$ cat src/rtl/uart_frame_rx.sv
// UART receiver and frame parser for the board's length-prefixed ramp test frames.
// A frame is a length byte N (0..MAX_LENGTH) followed by N payload bytes whose
// value at 1-based position i is i. The receiver oversamples rx, recovers 8N1
// bytes, delimits frames and checks the payload against the ramp.
//
// Ports:
//   clock        system clock
//   reset        asynchronous active-low reset; clears all state and outputs
//   rx           serial input, idle high, asynchronous to clock
//   byte_valid   one-cycle pulse, byte_data holds a newly received good byte
//   byte_data    last received good byte
//   frame_done   one-cycle pulse, a complete frame was received
//   frame_ok     with frame_done: every payload byte matched the ramp (held)
//   frame_length length byte of the last completed frame (held)
//   error        one-cycle pulse on any abort
//   error_code   with error: 1 framing, 2 length too large, 3 inter-byte timeout
module uart_frame_rx #(
  parameter int unsigned CLOCK_FREQUENCY = 48_000_000,
  parameter int unsigned BAUDRATE        = 115_200,
  parameter int unsigned MAX_LENGTH      = 64,
  parameter int unsigned FRAME_TIMEOUT   = 41_600
) (
  input  logic       clock,
  input  logic       reset,
  input  logic       rx,
  output logic       byte_valid,
  output logic [7:0] byte_data,
  output logic       frame_done,
  output logic       frame_ok,
  output logic [7:0] frame_length,
  output logic       error,
  output logic [1:0] error_code
);

  localparam int unsigned DIVIDER = CLOCK_FREQUENCY / BAUDRATE;
  localparam int unsigned HALF    = DIVIDER / 2;
  localparam int unsigned BaudW   = $clog2(DIVIDER);
  localparam int unsigned TimeW   = $clog2(FRAME_TIMEOUT);

  typedef enum logic [1:0] {BitIdle, BitStart, BitData, BitStop} bit_state_e;
  typedef enum logic {ParLength, ParPayload} par_state_e;

  // Synchronizer; flops reset high so a reset does not fake a start edge.
  logic       rx_meta_q, rxs;
  logic [1:0] sync_fill_q;
  logic       armed_q;

  bit_state_e       bit_state_q, bit_state_d;
  logic [BaudW-1:0] baud_cnt_q, baud_cnt_d;
  logic [2:0]       bit_cnt_q, bit_cnt_d;
  logic [7:0]       shift_q, shift_d;
  logic             byte_good, byte_bad, start_det;

  par_state_e       par_q, par_d;
  logic [7:0]       length_q, length_d;
  logic [7:0]       index_q, index_d;
  logic             match_q, match_d, match_next;
  logic [TimeW-1:0] tcnt_q, tcnt_d;

  logic       byte_valid_d, frame_done_d, frame_ok_d, error_d;
  logic [7:0] byte_data_d, frame_length_d;
  logic [1:0] error_code_d;

  always_ff @(posedge clock or negedge reset) begin
    if (!reset) begin
      rx_meta_q   <= 1'b1;
      rxs         <= 1'b1;
      sync_fill_q <= 2'b00;
      armed_q     <= 1'b0;
    end else begin
      rx_meta_q   <= rx;
      rxs         <= rx_meta_q;
      sync_fill_q <= {sync_fill_q[0], 1'b1};
      // Only trust rxs once real line samples have reached it: a line held low
      // through reset release must not look like a start bit.
      armed_q     <= armed_q | (sync_fill_q[1] & rxs);
    end
  end

  // Bit recovery
  always_comb begin
    bit_state_d = bit_state_q;
    baud_cnt_d  = baud_cnt_q + 1'b1;
    bit_cnt_d   = bit_cnt_q;
    shift_d     = shift_q;
    byte_good   = 1'b0;
    byte_bad    = 1'b0;
    start_det   = 1'b0;
    unique case (bit_state_q)
      BitIdle: begin
        baud_cnt_d = '0;
        if (armed_q && !rxs) begin
          start_det   = 1'b1;
          bit_state_d = BitStart;
        end
      end
      BitStart: begin
        if (baud_cnt_q == BaudW'(HALF - 1)) begin
          baud_cnt_d  = '0;
          bit_cnt_d   = '0;
          bit_state_d = rxs ? BitIdle : BitData;
        end
      end
      BitData: begin
        if (baud_cnt_q == BaudW'(DIVIDER - 1)) begin
          baud_cnt_d = '0;
          shift_d    = {rxs, shift_q[7:1]};
          bit_cnt_d  = bit_cnt_q + 3'd1;
          if (bit_cnt_q == 3'd7) bit_state_d = BitStop;
        end
      end
      BitStop: begin
        // Back to idle at mid stop bit so a following start edge is not missed.
        if (baud_cnt_q == BaudW'(DIVIDER - 1)) begin
          baud_cnt_d  = '0;
          bit_state_d = BitIdle;
          byte_good   = rxs;
          byte_bad    = !rxs;
        end
      end
      default: bit_state_d = BitIdle;
    endcase
  end

  // Frame parser and output registers
  always_comb begin
    par_d          = par_q;
    length_d       = length_q;
    index_d        = index_q;
    match_d        = match_q;
    tcnt_d         = tcnt_q;
    byte_valid_d   = 1'b0;
    byte_data_d    = byte_data;
    frame_done_d   = 1'b0;
    frame_ok_d     = frame_ok;
    frame_length_d = frame_length;
    error_d        = 1'b0;
    error_code_d   = error_code;
    match_next     = match_q && (shift_q == index_q);

    if (par_q != ParPayload || start_det) begin
      tcnt_d = '0;
    end else if (bit_state_q == BitIdle) begin
      if (tcnt_q == TimeW'(FRAME_TIMEOUT - 1)) begin
        tcnt_d       = '0;
        error_d      = 1'b1;
        error_code_d = 2'd3;
        par_d        = ParLength;
      end else begin
        tcnt_d = tcnt_q + 1'b1;
      end
    end

    if (byte_bad) begin
      error_d      = 1'b1;
      error_code_d = 2'd1;
      par_d        = ParLength;
    end else if (byte_good) begin
      byte_valid_d = 1'b1;
      byte_data_d  = shift_q;
      if (par_q == ParLength) begin
        if (shift_q == 8'd0) begin
          frame_done_d   = 1'b1;
          frame_ok_d     = 1'b1;
          frame_length_d = 8'd0;
        end else if (32'(shift_q) > MAX_LENGTH) begin
          error_d      = 1'b1;
          error_code_d = 2'd2;
        end else begin
          length_d = shift_q;
          index_d  = 8'd1;
          match_d  = 1'b1;
          par_d    = ParPayload;
        end
      end else begin
        match_d = match_next;
        if (index_q == length_q) begin
          frame_done_d   = 1'b1;
          frame_ok_d     = match_next;
          frame_length_d = length_q;
          par_d          = ParLength;
        end else begin
          index_d = index_q + 8'd1;
        end
      end
    end
  end

  always_ff @(posedge clock or negedge reset) begin
    if (!reset) begin
      bit_state_q  <= BitIdle;
      baud_cnt_q   <= '0;
      bit_cnt_q    <= '0;
      shift_q      <= '0;
      par_q        <= ParLength;
      length_q     <= '0;
      index_q      <= '0;
      match_q      <= 1'b0;
      tcnt_q       <= '0;
      byte_valid   <= 1'b0;
      byte_data    <= '0;
      frame_done   <= 1'b0;
      frame_ok     <= 1'b0;
      frame_length <= '0;
      error        <= 1'b0;
      error_code   <= '0;
    end else begin
      bit_state_q  <= bit_state_d;
      baud_cnt_q   <= baud_cnt_d;
      bit_cnt_q    <= bit_cnt_d;
      shift_q      <= shift_d;
      par_q        <= par_d;
      length_q     <= length_d;
      index_q      <= index_d;
      match_q      <= match_d;
      tcnt_q       <= tcnt_d;
      byte_valid   <= byte_valid_d;
      byte_data    <= byte_data_d;
      frame_done   <= frame_done_d;
      frame_ok     <= frame_ok_d;
      frame_length <= frame_length_d;
      error        <= error_d;
      error_code   <= error_code_d;
    end
  end

endmodule

$ cat config.mk
export PLATFORM = sky130hd
export DESIGN_NAME = uart_frame_rx
export DESIGN_NICKNAME = d
export VERILOG_FILES = /design/src/rtl/uart_frame_rx.sv
export SDC_FILE = /design/constraint.sdc
export NUM_CORES = 1
export LEC_CHECK = 0
export BUFFER_PORTS_ARGS = -buffer_cell sky130_fd_sc_hd__buf_4
export CAP_MARGIN = 20
export CORE_UTILIZATION = 35
export CTS_CLUSTER_SIZE = 40
export DETAILED_ROUTE_END_ITERATION = 7
export PLACE_DENSITY_LB_ADDON = 0.05
export SYNTH_ARGS = -nofsm -noshare
export SYNTH_HDL_FRONTEND = slang
export SYNTH_SLANG_ARGS = --single-unit
$ cat constraint.sdc
create_clock -name clock -period 3.2 [get_ports clock]
set_input_delay 0.32 -clock clock [delete_from_list [all_inputs] [get_ports clock]]
set_output_delay 0.32 -clock clock [all_outputs]
set_load 0.05 [all_outputs]
==> results.ini <==
[die]
start_util_pct=36.6
fp.coreArea_mm2=0.0111
ios=25
dieArea_mm2=0.0120
row_count=38
die_y_um=110
fp.dieW_um=110

[setup_path]
reg2reg_depth=6
crit-reg2reg-launch=baud_cnt_q[0]
cp.arrival_ns=2.74
crit_required_ns=3.41
reg2reg_to=index_q[3]
worstSetupPathType=reg2reg
startpoint_type=flop
path_max_fanout=10
reg2reg_slack_ns=0.67
cp-end-kind=flop

[drt]
first_iter_violations=150
drc=0
routed_wl_um=8720
dr.pass1.iters=4
vias=2909
routedWlPerCell_um=15.3
drtAntennaViolNets=0
routed_via_density=5.12

[clock_tree]
clockBufferDepth=2
clk_latency_ns=0.33
cts_buffers=9
ctsHtreeMaxLevel=3
tritoncts=yes
hold_buffers=0
cts_setup_buffers=0
clockRootBuffer=clkbuf_16
cts.repair.resized=0
numClockSinks=83
clk_transition_reported_paths_ns=0.06

[logic_synthesis]
synth_nets=407
ys_seq_area_share_pct=51.3
yosys_warnings=0
synthCells=399
syn_area_per_cell_um2=10.2
syn_area_mm2=0.00405
synth-seq-cells=83
synth.distinct_cells=52
synth_edf_count=0
async_reset_ff_share_pct=100
synth_flop_cell=dfrtp_1

[cells_and_area]
layout.nets=431
nFillCells=1087
n_antenna_cell=0
drive_gt1_share_pct=14.7
layout_common_cells=dfrtp_1 (81), nand2_1 (51), nor2_1 (33), buf_4 (29), nand3_1 (19)
layout_commonest_cell=dfrtp_1
syn2layout_area_growth_pct=14.8
final_area_mm2=0.00465

[placement]
port-buffer-count=24
placed_area_mm2=0.00436
place_congestion=0.738
dpl_worst_slack_ns=0.687
place_hpwl_um=6090

[pwr]
switching_share_pct=22.6
power_mw=2.26
pwr-share-comb_pct=5.9
internal-power_mw=1.75
switchingPower_uw=511
leakage_nw=2.20
p_per_area_mw_per_mm2=486
p_clk_share_pct=45.0
seq_power_share_pct=49.1
ir_worst_vdd_mv=0.403

[timing]
setup_viol=0
post-route-period-util_pct=79.0
fin_hold_ws_ns=0.0840
period_minus_slack_ns=2.53
relSlewSlack_pct=33.3
setup_slack_ns=0.671
tightest_slew_ns=0.989
rsz0062_at_grt=false
skew_ns=0.00787
tns_ns=0
slew_viol_final=0
hold_viol=0
fmax_mhz=395

[outcome]
outcome=completed

[grt]
antenna_found_initial=0
grt_pass1_vias=2792
grt_use_total_pct=16.4
gr-total-overflow=0
grt_pass1_wl_um=14800
grt_max_degree=64

[job]
maxCapViolCount=0

[worst_hold_path]
hold_class=in2async

-- cells in the mapped netlist, types with 2 or more instances --
cell type | number | area, um2
nor3_1 | 11 | 55.1
xor2_1 | 12 | 105
or2_2 | 2 | 12.5
nand3b_1 | 2 | 15.0
dfstp_2 | 2 | 52.6
dfrtp_1 | 81 | 2030
a31oi_1 | 4 | 25.0
nor2_1 | 33 | 124
a21o_1 | 3 | 22.5
nand3_1 | 19 | 95.1
buf_2 | 2 | 10.0
a21oi_1 | 18 | 90.1
a22o_1 | 3 | 26.3
inv_1 | 16 | 60.1
buf_6 | 2 | 22.5
nand2_1 | 51 | 191
and4_1 | 2 | 17.5
o21ai_0 | 12 | 60.1
xnor2_1 | 17 | 149
or3_1 | 3 | 18.8
or4_1 | 4 | 30.0
ha_1 | 5 | 62.6
o31ai_1 | 5 | 37.5
mux2i_1 | 10 | 100
nor4_1 | 4 | 25.0
mux2_2 | 8 | 90.1
and3_1 | 10 | 62.6
nand2b_1 | 3 | 18.8
clkbuf_1 | 11 | 41.3
o211ai_1 | 2 | 15.0
nor3b_1 | 4 | 30.0
o22ai_1 | 2 | 12.5
a221o_1 | 3 | 30.0
nor2b_1 | 2 | 12.5
a211oi_1 | 2 | 15.0
nand4_1 | 7 | 43.8
mux2_4 | 7 | 105
-- logic make-up (layout without fill, tap and decap cells) --
kind of cell,count (synthesis),count (layout),share of synthesized area (%)
AND/OR/NAND/NOR,163,163,20.2
flip-flops,83,83,51.3
AO/OA/AOI/OAI,61,61,9.82
buffers and inverters,32,61,3.49
XOR/XNOR,29,29,6.27
multiplexers,25,25,7.29
adder cells (fa/ha/maj),5,5,1.54
other,1,1,0.0925
-- registers in the layout, summed over array words and instances (netlist names), named ones only --
register / flops
armed_q: 1
baud_cnt_q: 9
bit_cnt_q: 3
bit_state_q: 1
byte_data: 8
byte_valid: 1
error: 1
error_code: 2
frame_done: 1
frame_length: 8
frame_ok: 1
index_q: 8
length_q: 8
match_q: 1
par_q: 1
rx_meta_q: 1
rxs: 1
shift_q: 8
sync_fill_q: 2
tcnt_q: 16
-- worst max-delay path: stages (launching register included) --
cell and delay (ns):
dfrtp_1 0.38, ha_1 0.21, and4_1 0.31, and3_1 0.39, and3_1 0.44, nand3_1 0.28
a221o_1 0.40
-- power groups by stage --
stage | Clock [mW] | Sequential [mW] | Combinational, mW
2_1_floorplan | 0 | 1.12 | 0.0891
3_3_place_gp | 0 | 1.13 | 0.137
3_5_place_dp | 0 | 1.13 | 0.138
4_1_cts | 1.05 | 1.11 | 0.139
5_1_grt | 1.10 | 1.11 | 0.156
6_report | 1.02 | 1.11 | 0.134
-- per-layer routing --
layer / GRT usage, % / vias up / share of wire [%] / routed length, um
met1: 23.4 / 1425 / 52 / 4570
met2: 24.2 / 28 / 45 / 3930
met5: 0 / - / 0 / 0
li1: - / 1454 / - / -
met4: 5.33 / 0 / 0.36 / 31
met3: 4.09 / 2 / 2.1 / 183
-- worst max path at each step --
stage,start,end,slack (ns),cells after the start
finish,baud_cnt_q[0],index_q[3],0.67,6
global route,baud_cnt_q[0],index_q[3],0.46,6
CTS,baud_cnt_q[0],index_q[3],0.67,6
detailed placement,baud_cnt_q[0],index_q[3],0.69,6
global placement,baud_cnt_q[0],index_q[2],0.79,6
floorplan,baud_cnt_q[0],length_q[0],0.95,9
-- cell type report --
cell class                 instances  area (um2)  share of cell area (%)
inverter                          16        60.1                    1.29
clock buffer                      14         254                    5.46
multi-input combinational        284        1830                    39.4
clock inverter                     2        35.0                   0.753
timing repair buffer              29         218                    4.68
tap                              140         175                    3.76
sequential                        83        2080                    44.7
-- stage by stage --
stage                     instances  utilization, %
after global routing            568            42.0
after floorplan                 399               -
after detailed placement        552            39.4
after CTS                       568            42.0
final                           568            42.0
after global placement          552            39.4
No activity file was read; power rests on OpenSTA's default activity.
